File: src/rtl/wb_cpu_master.sv
// wb_cpu_master: turns single 6502-style CPU requests into one-strobe Wishbone transfers,
// holding off while stall_i is high and completing with TIMEOUT_DATA/cpu_err if no ack arrives.
module wb_cpu_master #(
   parameter int WB_DATA_WIDTH = 8,
   parameter int WB_ADDR_WIDTH = 7,
   parameter int CPU_ADDR_WIDTH = 13,
   parameter int TIMEOUT = 15,
   parameter logic [WB_DATA_WIDTH-1:0] TIMEOUT_DATA = 8'hFF
) (
   input  logic                      clk_i,
   input  logic                      rst_i,
   input  logic                      cpu_req,
   input  logic                      cpu_we,
   input  logic [CPU_ADDR_WIDTH-1:0] cpu_addr,
   input  logic [WB_DATA_WIDTH-1:0]  cpu_dout,
   output logic [WB_DATA_WIDTH-1:0]  cpu_din,
   output logic                      cpu_ack,
   output logic                      cpu_err,
   output logic                      stb_o,
   output logic                      we_o,
   output logic [WB_ADDR_WIDTH-1:0]  adr_o,
   output logic [WB_DATA_WIDTH-1:0]  dat_o,
   input  logic                      ack_i,
   input  logic [WB_DATA_WIDTH-1:0]  dat_i,
   input  logic                      stall_i,
   output logic                      busy
);
   typedef enum logic [1:0] {IDLE, STROBE, WAIT, DONE} state_t;
   localparam logic [7:0] LAST = 8'(TIMEOUT - 1);
   state_t state;
   logic [7:0] cnt;
   assign busy = state != IDLE;
   always_ff @(posedge clk_i or posedge rst_i)
      if (rst_i) begin
         state   <= IDLE;
         cnt     <= '0;
         stb_o   <= 1'b0;
         we_o    <= 1'b0;
         adr_o   <= '0;
         dat_o   <= '0;
         cpu_din <= '0;
         cpu_ack <= 1'b0;
         cpu_err <= 1'b0;
      end else
         case (state)
            IDLE:
               if (cpu_req && !stall_i) begin
                  adr_o <= cpu_addr[WB_ADDR_WIDTH-1:0];
                  dat_o <= cpu_dout;
                  we_o  <= cpu_we;
                  stb_o <= 1'b1;
                  cnt   <= '0;
                  state <= STROBE;
               end
            STROBE: begin
               stb_o <= 1'b0;
               state <= WAIT;
            end
            // ack wins over timeout when both land in the same cycle
            WAIT: begin
               cnt <= (cnt == 8'hFF) ? cnt : cnt + 8'd1;
               if (ack_i) begin
                  if (!we_o) cpu_din <= dat_i;
                  cpu_ack <= 1'b1;
                  state   <= DONE;
               end else if (cnt == LAST) begin
                  if (!we_o) cpu_din <= TIMEOUT_DATA;
                  cpu_ack <= 1'b1;
                  cpu_err <= 1'b1;
                  state   <= DONE;
               end
            end
            DONE: begin
               cpu_ack <= 1'b0;
               cpu_err <= 1'b0;
               state   <= IDLE;
            end
         endcase
endmodule

File: config.mk
export PLATFORM = sky130hd
export DESIGN_NAME = wb_cpu_master
export DESIGN_NICKNAME = d
export VERILOG_FILES = /design/src/rtl/wb_cpu_master.sv
export SDC_FILE = /design/constraint.sdc
export NUM_CORES = 1
export LEC_CHECK = 0
export BUFFER_PORTS_ARGS = -buffer_cell sky130_fd_sc_hd__buf_2
export CORE_ASPECT_RATIO = 1.4
export CORE_MARGIN = 2
export CORE_UTILIZATION = 30
export DETAILED_ROUTE_END_ITERATION = 16
export PLACE_DENSITY_LB_ADDON = 0.15
export SKIP_LAST_GASP = 1
export SYNTH_ARGS = -nofsm -noshare
export SYNTH_HDL_FRONTEND = slang
export SYNTH_SLANG_ARGS = --single-unit
File: constraint.sdc
create_clock -name clk_i -period 4 [get_ports clk_i]
set_clock_uncertainty 0.15 [all_clocks]
set_input_delay 0.8 -clock clk_i [delete_from_list [all_inputs] [get_ports clk_i]]
set_output_delay 0.8 -clock clk_i [all_outputs]
set_load 0.02 [all_outputs]
==> load_flow_metrics.sql <==
INSERT INTO impl_metrics (metric_group, metric, value, unit) VALUES
('detailed_routing', 'drt_drc_violations_left', '0', ''),
('cts', 'cts_tree', 'built', ''),
('sta', 'hold_viol', '0', ''),
('placement', 'dp_worst_setup_slack', '1.69', 'ns'),
('job', 'drv.max_cap_violation_count', '0', ''),
('setup_path', 'timing.critical_path.required', '4.01', 'ns'),
('cts', 'ctsRootBufferMaster', 'clkbuf_8', ''),
('detailed_routing', 'postRouteWirelength', '3.44', 'mm'),
('sta', 'worst_slew_pin_slew', '0.748', 'ns'),
('synth', 'ys_ff_latch', '37', ''),
('global_routing', 'antenna_found_initial', '0', ''),
('cts', 'clk_pin_slew_worst_paths', '0.07', 'ns'),
('synth', 'post_synth_inst_count', '146', ''),
('synth', 'share_of_the_yosys_chip_area_belonging_to_registers', '52.3', '%'),
('placement', 'count_of_buffers_inserted_at_the_top_level_ports', '56', ''),
('global_routing', 'grt_start_max_net_pins', '38', ''),
('setup_path', 'crit_start', 'state[0]', ''),
('floorplan', 'start_util', '30.6', '%'),
('detailed_routing', 'wire_per_inst', '12.5', 'µm'),
('synth', 'biggest_area_contributors_in_the_synthesized_netlist', 'dfrtp_1 (52%), mux2_2 (16%), ha_1 (5.0%)', ''),
('sta', 'finalSetupViolations', '0', ''),
('floorplan', 'die_width', '68.9', 'µm'),
('cts', 'clock_insertion_delay_worst_skew', '0.29', 'ns'),
('sta', 'rsz0062_at_grt', 'no', ''),
('floorplan', 'floorplan.core_area', '5780', 'µm²'),
('sta', 'slew_viol_final', '0', ''),
('detailed_routing', 'detail_route.iter0.violations', '28', ''),
('cts', 'cts_resized', '0', ''),
('synth', 'synthDominantAreaCellType', 'dfrtp_1', ''),
('detailed_routing', 'via_per_inst', '4.63', ''),
('pwr', 'power-per-cell-area', '716', 'nW/µm²'),
('status', 'status', 'completed', ''),
('final_layout', 'diodes_inserted', '0', ''),
('setup_path', 'startpoint_of_the_worst_register_to_register_path', 'state[0]', ''),
('cts', 'cts_inserted_buffers', '5', ''),
('synth', 'synth_fp_nets', '188', ''),
('cts', 'max-clock-path-buffers', '2', ''),
('final_layout', 'filler_cell_count', '608', ''),
('floorplan', 'placementRows', '33', ''),
('sta', 'whs', '0.352', 'ns'),
('synth', 'synth_cell_type_count', '32', ''),
('synth', 'synth_top_cell_area_share', '52.3', '%'),
('setup_path', 'critical-path-max-stage-delay', '0.62', 'ns'),
('setup_path', 'crit_slowest_cell', 'o2bb2ai_1', ''),
('setup_path', 'critical_path_peak_fanout', '11', ''),
('final_layout', 'layout.nets', '248', ''),
('final_layout', 'share_of_cells_above_drive_strength_1', '44.7', '%'),
('global_routing', 'grt.total_usage', '11.9', '%'),
('placement', 'place_inst', '269', ''),
('global_routing', 'overflow', '0', ''),
('synth', 'mean_instance_size_in_the_synthesized_netlist', '12.1', 'µm²'),
('synth', 'synth_enable_flop_cells', '0', ''),
('final_layout', 'final-instance-count-excl-fill', '276', ''),
('detailed_routing', 'drt-pass1-iter-count', '4', ''),
('final_layout', 'synthToLayoutAreaGrowth', '25.2', '%'),
('synth', 'mappedNetlistArea', '1770', 'µm²'),
('cts', 'post_cts_buffers', '0', ''),
('detailed_routing', 'postRouteAntennaNets', '0', ''),
('setup_path', 'worstSetupPathType', 'register to register', ''),
('worst_hold_path', 'worst_hold_startpoint', 'cpu_din[3]', ''),
('global_routing', 'grt_first_pass_wirelength', '5.74', 'mm'),
('pwr', 'power_leakage', '1.02', 'nW'),
('pwr', 'finalPower', '0.00159', 'W'),
('setup_path', 'critical_path.startpoint_type', 'register', ''),
('floorplan', 'number_of_i_o_pins', '63', ''),
('sta', 'relSlewSlack', '50.1', '%'),
('cts', 'tritoncts_num_sinks', '37', ''),
('worst_hold_path', 'hp-class', 'register to register', ''),
('sta', 'fin_tns_setup', '0', 'ns'),
('sta', 'timing.final.crit_period', '2.33', 'ns'),
('floorplan', 'floorplan.die_area', '6540', 'µm²');
==> worst paths after layout <==
kind,cells past startpoint,slack [ns],end
worst max-delay path,6,1.67,cnt[2]
worst min-delay path,1,0.35,cpu_din[3]
worst max register to register,6,1.67,cnt[2]
worst min register to register,1,0.35,cpu_din[3]
max in group asynchronous,3,2.89,cpu_ack
min in group asynchronous,3,0.48,adr_o[5]
==> kinds of logic (layout without fill, tap and decap cells) <==
logic type	after synthesis	count (layout)	synth area share [%]
AO/OA/AOI/OAI	21	21	8.49
XOR/XNOR	2	2	0.990
adder cells (fa/ha/maj)	7	7	4.95
buffers and inverters	13	73	3.04
flip-flops	37	37	52.3
multiplexers	25	25	15.9
AND/OR/NAND/NOR	41	41	14.3
==> layer usage <==
layer | vias up | routed length, µm | track usage (%)
li1 | 627 | - | -
met3 | 6 | 245 | 3.69
met5 | - | 0 | 0
met4 | 0 | 73 | 5.88
met1 | 592 | 1520 | 13.5
met2 | 52 | 1590 | 19.7
==> sequential cells by signal (all words and copies together), names as in the netlist <==
name	count
dat_o	8
we_o	1
cpu_din	8
cpu_ack	1
adr_o	7
cnt	8
stb_o	1
cpu_err	1
state	2
==> area by class of cell <==
class / count / area (µm²) / area share [%]
clock buffers: 7 / 86.3 / 3.90
inverters: 8 / 30.0 / 1.36
multi-input cells: 96 / 790 / 35.6
flip-flops and latches: 37 / 926 / 41.8
well taps: 70 / 87.6 / 3.95
repair buffers: 58 / 295 / 13.3
==> cell usage after synthesis (2+ instances only) <==
cell and count:
nand3_1 4, xor2_1 2, o21ai_0 8, a21oi_1 3, inv_1 8, mux2_2 25
nor2b_1 2, nor2_1 3, dfrtp_1 37, nor3_4 2, nand4_1 5, ha_1 7
nand2_1 5, nand2b_1 13, and3_1 2, buf_2 4
==> power breakdown <==
| group | switching (W) | internal [W] |
|---|---|---|
| registers | 0.0000931 | 0.000532 |
| clock network | 0.000119 | 0.000137 |
| logic | 0.000406 | 0.000299 |
==> metrics by stage <==
step	cell area, µm²	utilization [%]
floorplan	1770	-
global placement	2130	36.8
detailed placement	2130	36.8
CTS	2210	38.3
global route	2210	38.3
finish	2210	38.3
==> layout by cell type (no fill, tap or decap), drive strengths merged <==
master,synthesis,routed
a21oi,3,3
or4,1,1
o31ai,1,1
nand2,5,5
xor2,2,2
ha,7,7
clkbuf,1,7
a21boi,1,1
and2,1,1
a31oi,1,1
nor2b,2,2
a211oi,1,1
nand2b,13,13
mux2,25,25
nor2,3,3
nand4,5,5
o311ai,1,1
a2bb2oi,1,1
a41oi,1,1
o2bb2ai,1,1
o21ai,8,8
and3,2,2
nand3,4,4
dfrtp,37,37
o211ai,1,1
inv,8,8
nor3,3,3
or2,1,1
nand3b,1,1
buf,4,58
o221ai,1,1
No activity file was read; power rests on OpenSTA's default activity.
